`src/rtl/operand_bank_seq.sv`:
```
// operand_bank_seq
// Upstream operand stage for the 4-input operand multiplexer. Holds four operand
// registers (B0..B3) and drives the multiplexer select S, either from a manually
// loaded value or from a scan sequencer that steps S through 0,1,2,3, holding each
// value for HOLD cycles.
//
// Ports:
//   CLK         system clock, rising edge
//   RST         asynchronous reset, active high
//   WE/WA/WD    operand register write: register[WA] <= WD when WE
//   SEL_LD      load SEL_IN into S (idle only)
//   SEL_IN      manual select value
//   SCAN_START  start a 0..3 scan of S (idle only, wins over SEL_LD)
//   B0..B3      operand registers
//   S           registered multiplexer select
//   BUSY        high while a scan is running
//   DONE        one-cycle pulse on the first idle cycle after a scan
module operand_bank_seq #(
   parameter int unsigned DATA_W = 4,
   parameter int unsigned HOLD   = 1
) (
   input  logic              CLK,
   input  logic              RST,
   input  logic              WE,
   input  logic [1:0]        WA,
   input  logic [DATA_W-1:0] WD,
   input  logic              SEL_LD,
   input  logic [1:0]        SEL_IN,
   input  logic              SCAN_START,
   output logic [DATA_W-1:0] B0,
   output logic [DATA_W-1:0] B1,
   output logic [DATA_W-1:0] B2,
   output logic [DATA_W-1:0] B3,
   output logic [1:0]        S,
   output logic              BUSY,
   output logic              DONE
);

   typedef enum logic {StIdle, StScan} state_e;

   // Counter reload value: S is shown on the reload cycle plus HOLD-1 further cycles.
   localparam logic [3:0] HoldInit = 4'(HOLD - 1);

   state_e            state_q, state_d;
   logic [DATA_W-1:0] bank_q [4];
   logic [1:0]        s_q, s_d;
   logic [3:0]        cnt_q, cnt_d;
   logic              busy_q, busy_d;
   logic              done_q, done_d;

   // Operand registers: writes are accepted in every state.
   always_ff @(posedge CLK or posedge RST) begin
      if (RST) begin
         for (int i = 0; i < 4; i++) begin
            bank_q[i] <= '0;
         end
      end else if (WE) begin
         bank_q[WA] <= WD;
      end
   end

   // State register
   always_ff @(posedge CLK or posedge RST) begin
      if (RST) begin
         state_q <= StIdle;
      end else begin
         state_q <= state_d;
      end
   end

   // Next-state logic
   always_comb begin
      state_d = state_q;
      unique case (state_q)
         StIdle: begin
            if (SCAN_START) begin
               state_d = StScan;
            end
         end
         StScan: begin
            if (cnt_q == 4'd0 && s_q == 2'd3) begin
               state_d = StIdle;
            end
         end
         default: state_d = StIdle;
      endcase
   end

   // Output next values; SEL_LD and SCAN_START are ignored while scanning.
   always_comb begin
      s_d    = s_q;
      cnt_d  = cnt_q;
      busy_d = busy_q;
      done_d = 1'b0;
      unique case (state_q)
         StIdle: begin
            if (SCAN_START) begin
               s_d    = 2'd0;
               cnt_d  = HoldInit;
               busy_d = 1'b1;
            end else if (SEL_LD) begin
               s_d = SEL_IN;
            end
         end
         StScan: begin
            if (cnt_q != 4'd0) begin
               cnt_d = cnt_q - 4'd1;
            end else if (s_q != 2'd3) begin
               s_d   = s_q + 2'd1;
               cnt_d = HoldInit;
            end else begin
               // S stays at 3 after the scan; it never wraps back to 0.
               busy_d = 1'b0;
               done_d = 1'b1;
            end
         end
         default: begin
            busy_d = 1'b0;
         end
      endcase
   end

   // Output registers
   always_ff @(posedge CLK or posedge RST) begin
      if (RST) begin
         s_q    <= 2'd0;
         cnt_q  <= 4'd0;
         busy_q <= 1'b0;
         done_q <= 1'b0;
      end else begin
         s_q    <= s_d;
         cnt_q  <= cnt_d;
         busy_q <= busy_d;
         done_q <= done_d;
      end
   end

   assign B0   = bank_q[0];
   assign B1   = bank_q[1];
   assign B2   = bank_q[2];
   assign B3   = bank_q[3];
   assign S    = s_q;
   assign BUSY = busy_q;
   assign DONE = done_q;

endmodule

```
`config.mk`:
```
export PLATFORM = sky130hd
export DESIGN_NAME = operand_bank_seq
export DESIGN_NICKNAME = d
export VERILOG_FILES = /design/src/rtl/operand_bank_seq.sv
export SDC_FILE = /design/constraint.sdc
export NUM_CORES = 1
export LEC_CHECK = 0
export BUFFER_PORTS_ARGS = -buffer_cell sky130_fd_sc_hd__buf_2
export CORE_MARGIN = 5
export CORE_UTILIZATION = 39
export CTS_CLUSTER_SIZE = 8
export DETAILED_ROUTE_END_ITERATION = 6
export PLACE_DENSITY = 0.67
export SETUP_SLACK_MARGIN = 0.1
export SLEW_MARGIN = 20
export SYNTH_ARGS = -nofsm -noshare
export SYNTH_HDL_FRONTEND = slang
export SYNTH_SLANG_ARGS = --single-unit
```
`constraint.sdc`:
```
create_clock -name CLK -period 1.7 [get_ports CLK]
set_clock_uncertainty 0.15 [all_clocks]
set_input_delay 0 -clock CLK [delete_from_list [all_inputs] [get_ports CLK]]
set_output_delay 0 -clock CLK [all_outputs]
set_load 0.005 [all_outputs]
```
## Word-level counts from Yosys, hierarchy flattened

Index checks and enable logic that the tools add are counted.
W data, S select, Z words.

| word-level totals | value |
|---|---|
| output and inout bits | 20 |
| flip-flop bits (word level) | 25 |
| input port bits | 13 |

| cells by class | value |
|---|---|
| add/sub/neg operators | 2 |
| eq/ne operators | 8 |
| order comparisons | 2 |
| bitwise logic cells | 2 |
| muxes and demuxes | 22 |
| reductions and logical operators | 7 |

Operator list:

| kind | number |
|---|---|
| $bwmux W16 | 1 |
| $mux W4 | 4 |
| $demux W4 S2 | 1 |
| $mux W1 | 8 |
| $mux W2 | 4 |
| $ne A2 B2 Y1 const B | 4 |
| $pmux W4 S2 | 1 |
| $reduce_and A3 Y1 | 2 |
| $logic_not A4 Y1 | 1 |
| $pmux W1 S2 | 2 |
| $pmux W2 S2 | 1 |
| $reduce_bool A4 Y1 | 1 |
| $sub A4 B1 Y4 const B | 1 |
| $ge A3 B3 Y1 const B | 1 |
| $lt A3 B1 Y1 const B | 1 |
| $ne A3 B1 Y1 const B | 1 |
| $ne A3 B3 Y1 const B | 1 |
| $not A2 Y3 | 1 |
| $add A2 B1 Y2 const B | 1 |
| $eq A2 B2 Y1 const B | 1 |
| $logic_and A1 B1 Y1 | 2 |
| $ne A2 B1 Y1 const B | 1 |
| $reduce_and A2 Y1 | 1 |
| $not A1 Y1 | 1 |

## Logic depth before layout (Yosys ltp)

Gate-level depths: netlist (run 1).

| depth | value |
|---|---|
| depth in word-level cells | 6 |
| gate-level depth with buffers | 5 |
| depth with buffers taken out | 5 |

## Least setup slack after synthesis (run 1)

OpenSTA, ideal clock, no wires.

| timing | value |
|---|---|
| kind | register -> register |
| start point | register cnt_q[1] |
| end point | register cnt_q[1] |
| clock period less this slack | 1.489 ns |
| arrival | 1.215 ns |
| slack | 0.211 ns |
| required time | 1.426 ns |
| cell stages (with the launch flop) | 6 |
| path buffers | 0 |
| path through | dfrtp_1 > inv_1 > ha_1 > nor3b_4 > nor3_1 > a211o_1 |

| between the ends | value |
|---|---|
| cells in the longest elaborated chain, start to end | 3 |

RTL lines:

| what | line | text |
|---|---|---|
| start: declaration | 47 | `logic [3:0] cnt_q, cnt_d;` |
| start signal: assignment | 132 | `cnt_q <= cnt_d;` |
| $sub A4 B1 Y4 or $reduce_bool A4 Y1 (tied branches) | 107, 106 |  |
| $mux W4 or $ne A3 B1 Y1 (tied branches) | - |  |
| $pmux W4 S2 or $reduce_and A2 Y1 (tied branches) | - |  |

Several ways; a longest one is shown, not always the timed one.
A chain may end at the register's enable or synchronous reset.

## Worst setup path in the final report (run 1)

Same ends and word-level chain as after synthesis.

==> run summary, run 1 <==
Slew headroom: 74.6%
IO Port Bufs: 32
P per Cell Area: 1360 nW/µm²
hold_ws: 28.5 ps
fin crit share: 93.7%
CTS clk-pin slew, worst paths: 150 ps
Die Y: 63.8 µm
drt first-iter violations: 34
Worst-Margin Slew: 380 ps
Netlist Area Pre-Place: 1130 µm²
drt pass-1 iters: 4
CTS H-Tree Depth: 1
Tot GR Track Use: 12.9%
largest net degree at the start of global routing: 26
Finished Layout Cells: 172
Placer Congestion: 0.802
fraction of layout cells with a size suffix above 1: 46.8%
Post-DP HPWL: 1790 µm
CP Buf/Inv Count: 1
Die Span X: 63.8 µm
Seq/Total Area, Yosys: 55.5%
reg-to-reg endpoint: cnt_q[1]$_DFFE_PP0P_
clock buffer depth: 2
fillers: 246
Peak VDD IR: 860 µV
I/O pin total: 33
CORE AREA: 2760 µm²
placed cell count: 151
Clk Latency, worst-skew pair: 330 ps
WHS Path Cells: 3
setup TNS: 0 ps
Final Max Tran Viols: 0
cell taking the most area after synthesis: dfrtp_1
GR Layer Usage met3: 3.85%
endpoints failing hold: 0
post-route ant nets: 0
FF-to-FF Start: cnt_q[1]$_DFFE_PP0P_
final worst path period need: 1590 ps
Min-Delay Startpoint: WA[1]
Required @ worst endpoint: 1780 ps
crit path capture type: flop
met1 Use GR: 15.7%
final setup fails: 0
startpoint types: flop
sequential cell area: 626 µm²
final WL: 2600 µm
distinct cell type count after synthesis: 30
Initial Utilization: 40.9%
Yosys Warn Count: 0
grt met2 use: 21.6%
Post-Syn Area per Cell: 13.0 µm²
Synth area leaders: dfrtp_1, mux2_2, ha_1
area of the multi-input gates: 492 µm²
unrepaired setup endpoints after global routing: yes
CP max stage delay: 430 ps
slowest stage cell, crit path: dfrtp_1
Crit Path Category: reg -> reg
CTS tree: done
first-pass GRT wire length: 4230 µm
Hold Path End: B3[3]$_DFFE_PP0P_
number of global-route vias before repair: 939
Routed WL per cell: 15.1 µm
Crit path max-delay family: flip-flops
P_leak: 0.729 nW
run status: complete, no violations
pre-CTS WS: 68.0 ps
TritonCTS buffer count: 3
die area: 4070 µm²
setup ws final: 106 ps
Nets: 157
Max-cap violations: 0
vias post-DR: 912
number of vias per cell: 5.30
n_diodes: 0
register bit total from synthesis: 25
grt ovf: 0
CP cell instances: inv_2 -> ha_4 -> nor3b_4 -> nor3_1 -> a211o_1
Mapped Nets: 102
top-area cell type share of the netlist area: 55.5%
GRT Max-Usage Layer: met2
R2R depth: 5
R2R Setup Slk: 110 ps
Cells after Synth: 87
row count: 19
Hold Path Class: in -> reg
antenna violations before repair: 0
TritonCTS Sinks: 25
worst-path fanout max: 6
Remaining DRCs: 0
P&R area growth vs syn: 35.8%
crit path DAT: 1680 ps
Root Buffer: clkbuf_4
f_max: 0.627 GHz
## layout by cell type, fill, tap and decap left out, types with 2 or more instances in the layout
cell / n
buf_2: 32
dfrtp_1: 25
mux2_2: 15
dlygate4sd3_1: 11
buf_4: 7
nand2_1: 6
inv_1: 4
nor2_1: 3
nand3b_1: 3
clkbuf_4: 3
mux2_1: 2
inv_2: 2
nor3_1: 2
o22a_1: 2
a21oi_1: 2
## worst reg2reg max path, cell delays in order, from the launching register on
cell	delay (ps)
dfrtp_1	430
inv_2	100
ha_4	150
nor3b_4	310
nor3_1	120
a211o_1	240
## repair_timing
item                                    4_1_cts  5_1_grt
setup buffers                                 3        3
hold buffers                                 11        0
gates resized for setup                       3        1
hold endpoints to repair                     47        0
pin swaps                                     1        2
endpoints found under the setup margin        3        6
gates cloned                                  0        0
## per-layer routing
metal | vias to the layer above | wire [µm]
li1 | 428 | -
met1 | 450 | 1060
met2 | 30 | 1340
met3 | 4 | 186
met4 | 0 | 14
met5 | - | 0
## power by group
part	leakage (nW)	switching, mW	internal, mW	total (mW)
logic	0.416	0.408	0.521	0.929
clock network	0.0139	0.186	0.0898	0.275
registers	0.300	0.132	0.752	0.884
## metrics by stage
step	power [mW]	util, %	instance area (µm²)
floorplan	1.37	-	1130
global placement	1.56	48.4	1330
detailed placement	1.61	48.4	1330
CTS	1.97	54.4	1500
global route	2.25	55.5	1530
finish	2.09	55.5	1530
## cell usage after synthesis
cell type,instances
a211o_1,1
a21boi_1,1
a21oi_1,2
a2bb2oi_1,1
a32oi_1,1
dfrtp_1,25
ha_1,2
inv_1,6
mux2_1,2
mux2_2,15
mux2i_1,1
nand2_1,6
nand2b_1,1
nand3_1,1
nand3b_1,3
nor2_1,3
nor2_4,1
nor3_1,2
nor3_2,1
nor3b_2,1
nor3b_4,1
o211ai_1,1
o21ai_0,1
o22a_1,2
o22ai_1,1
o2bb2ai_1,1
o31a_1,1
o31ai_1,1
or3_1,1
or3b_4,1
## state kept, by name (all words and copies together), names as in the netlist
name / count
B0: 4
B1: 4
B2: 4
B3: 4
cnt_q: 4
S: 2
BUSY: 1
DONE: 1
state_q: 1
## cell families after synthesis
family                     Yosys count  synth area share (%)
AOI/OAI and AO/OA                   14                  9.32
DFF                                 25                  55.5
muxes                               18                  17.9
and+or+nand+nor                     22                  13.1
adders and majority gates            2                  2.22
buffers and inverters                6                  2.00
## how the worst max path moves through the flow
stage	endpoint	cells past startpoint	from	slack, ps
2_1_floorplan	cnt_q[1]$_DFFE_PP0P_	5	cnt_q[1]$_DFFE_PP0P_	210
3_3_place_gp	cnt_q[1]$_DFFE_PP0P_	5	cnt_q[1]$_DFFE_PP0P_	140
3_5_place_dp	cnt_q[1]$_DFFE_PP0P_	5	cnt_q[0]$_DFFE_PP0P_	70
4_1_cts	cnt_q[1]$_DFFE_PP0P_	5	cnt_q[1]$_DFFE_PP0P_	110
5_1_grt	cnt_q[3]$_DFFE_PP0P_	5	cnt_q[1]$_DFFE_PP0P_	30
6_report	cnt_q[1]$_DFFE_PP0P_	5	cnt_q[1]$_DFFE_PP0P_	110
## area by class of cell
type	count	area share (%)
sequential	25	40.8
multi-input combinational	56	32.1
timing repair buffer	50	21.1
tap	31	2.53
clock buffer	3	1.47
inverter	6	1.47
clock inverter	1	0.490
Note: power is estimated with default switching activity, not from simulation.
==> run 2, diff against run 1 <==
- CORE_UTILIZATION: 39 -> 45
- MAX_ROUTING_LAYER: default -> met4
- PLACE_DENSITY: 0.67 -> 0.75
==> run 2 against run 1 <==
Die area is 11% lower. Final area is 2.3% lower. Global-route usage is 1.6 points higher. First-iteration DRC count is 35% lower. Hold slack better by 28 ps. Flip-flop and latch count stayed put. Setup slack better by 36 ps. Clock power is 9.8% lower. Sequential power is 0.5% higher. Highest routed layer unchanged.
==> run summary, run 2 (synthesized netlist as in run 1, its figures left out) <==
run status: complete, no violations
Crit Path Category: reg -> reg
R2R Setup Slk: 140 ps
final WL: 2270 µm
Required @ worst endpoint: 1760 ps
IO Port Bufs: 32
P per Cell Area: 1290 nW/µm²
number of vias per cell: 5.22
hold_ws: 56.4 ps
n_diodes: 0
Clk Latency, worst-skew pair: 300 ps
Routed WL per cell: 13.6 µm
Hold Path Class: in -> reg
Crit path max-delay family: flip-flops
Post-DP HPWL: 1710 µm
TritonCTS buffer count: 3
slowest stage cell, crit path: dfrtp_1
unrepaired setup endpoints after global routing: no
fillers: 198
grt ovf: 0
CTS clk-pin slew, worst paths: 120 ps
FF-to-FF Start: cnt_q[1]$_DFFE_PP0P_
f_max: 0.642 GHz
clock buffer depth: 2
Min-Delay Startpoint: WE
number of global-route vias before repair: 902
setup TNS: 0 ps
antenna violations before repair: 0
final worst path period need: 1560 ps
CTS H-Tree Depth: 1
reg-to-reg endpoint: cnt_q[1]$_DFFE_PP0P_
worst-path fanout max: 6
Placer Congestion: 0.778
startpoint types: flop
Slew headroom: 75.1%
Remaining DRCs: 0
crit path capture type: flop
Initial Utilization: 46.3%
Nets: 153
Finished Core Util: 61.5%
CORE AREA: 2430 µm²
Die Y: 60.1 µm
I/O pin total: 33
Worst-Margin Slew: 371 ps
Peak VDD IR: 906 µV
row count: 18
Hold Path End: B3[3]$_DFFE_PP0P_
drt first-iter violations: 22
CP Buf/Inv Count: 1
final setup fails: 0
Root Buffer: clkbuf_4
first-pass GRT wire length: 3880 µm
Max-cap violations: 0
Die Span X: 60.1 µm
CP max stage delay: 420 ps
most frequent cells in the layout: buf_2, dfrtp_1, mux2_2
WHS Path Cells: 3
largest net degree at the start of global routing: 26
drt pass-1 iters: 4
endpoints failing hold: 0
Final Max Tran Viols: 0
CTS tree: done
P_leak: 0.707 nW
post-route ant nets: 0
fraction of layout cells with a size suffix above 1: 44.5%
R2R depth: 5
P&R area growth vs syn: 32.7%
fin crit share: 91.6%
die area: 3610 µm²
Tot GR Track Use: 14.5%
commonest non-fill, non-tap cell in the layout: buf_2
crit path DAT: 1610 ps
CP cell instances: inv_2 -> ha_4 -> nor3b_4 -> nor3_1 -> a211o_1
TritonCTS Sinks: 25
vias post-DR: 871
-- run 2: final cells by class --
| type | count | area (µm²) | share of cell area (%) |
|---|---|---|---|
| tap | 30 | 37.5 | 2.51 |
| inverter | 6 | 22.5 | 1.51 |
| clock buffer | 4 | 26.3 | 1.76 |
| timing repair buffer | 46 | 293 | 19.6 |
| multi-input combinational | 56 | 492 | 32.9 |
| sequential | 25 | 626 | 41.8 |
-- run 2: per-layer routing --
metal	vias up	share of wire, %	global-route usage (%)
li1	418	-	-
met1	419	45	17.6
met2	32	45	24.1
met3	2	8.5	2.81
met4	0	0.62	5.06
met5	-	0	-
-- run 2: worst reg2reg max path, stage by stage (launching register included) --
cell and delay (ps):
dfrtp_1 420, inv_2 90, ha_4 150, nor3b_4 310, nor3_1 80, a211o_1 270
-- run 2: repair_timing --
item	in CTS	in global routing
pin swaps	0	1
resized for setup	1	3
buffers inserted	1	1
hold buffers	11	0
endpoints found under the hold margin	47	0
endpoints found under the setup margin	2	5
-- run 2: worst max-delay path by stage --
| stage | cells past startpoint | endpoint | start | slack, ps |
|---|---|---|---|---|
| 6_report | 5 | cnt_q[1]$_DFFE_PP0P_ | cnt_q[1]$_DFFE_PP0P_ | 140 |
| 5_1_grt | 5 | cnt_q[1]$_DFFE_PP0P_ | cnt_q[1]$_DFFE_PP0P_ | 100 |
| 4_1_cts | 5 | cnt_q[1]$_DFFE_PP0P_ | cnt_q[0]$_DFFE_PP0P_ | 100 |
| 3_5_place_dp | 5 | cnt_q[1]$_DFFE_PP0P_ | cnt_q[1]$_DFFE_PP0P_ | 90 |
| 3_3_place_gp | 5 | cnt_q[1]$_DFFE_PP0P_ | cnt_q[1]$_DFFE_PP0P_ | 140 |
| 2_1_floorplan | 5 | cnt_q[1]$_DFFE_PP0P_ | cnt_q[1]$_DFFE_PP0P_ | 210 |
-- run 2: metrics by stage --
| step | power (mW) | instances | instance area [µm²] | worst slack [ps] |
|---|---|---|---|---|
| floorplan | 1.37 | 87 | 1130 | 211 |
| global placement | 1.57 | 150 | 1330 | 144 |
| detailed placement | 1.60 | 150 | 1330 | 94.7 |
| CTS | 1.90 | 166 | 1480 | 103 |
| global route | 2.09 | 167 | 1500 | 100 |
| finish | 1.92 | 167 | 1500 | 143 |
-- run 2: power breakdown --
part           total (mW)  leakage, nW  internal (mW)  switching (mW)
clock network       0.248       0.0150         0.0914           0.156
logic               0.788        0.393          0.444           0.344
registers           0.888        0.300          0.753           0.135
total                1.92        0.707           1.29           0.635
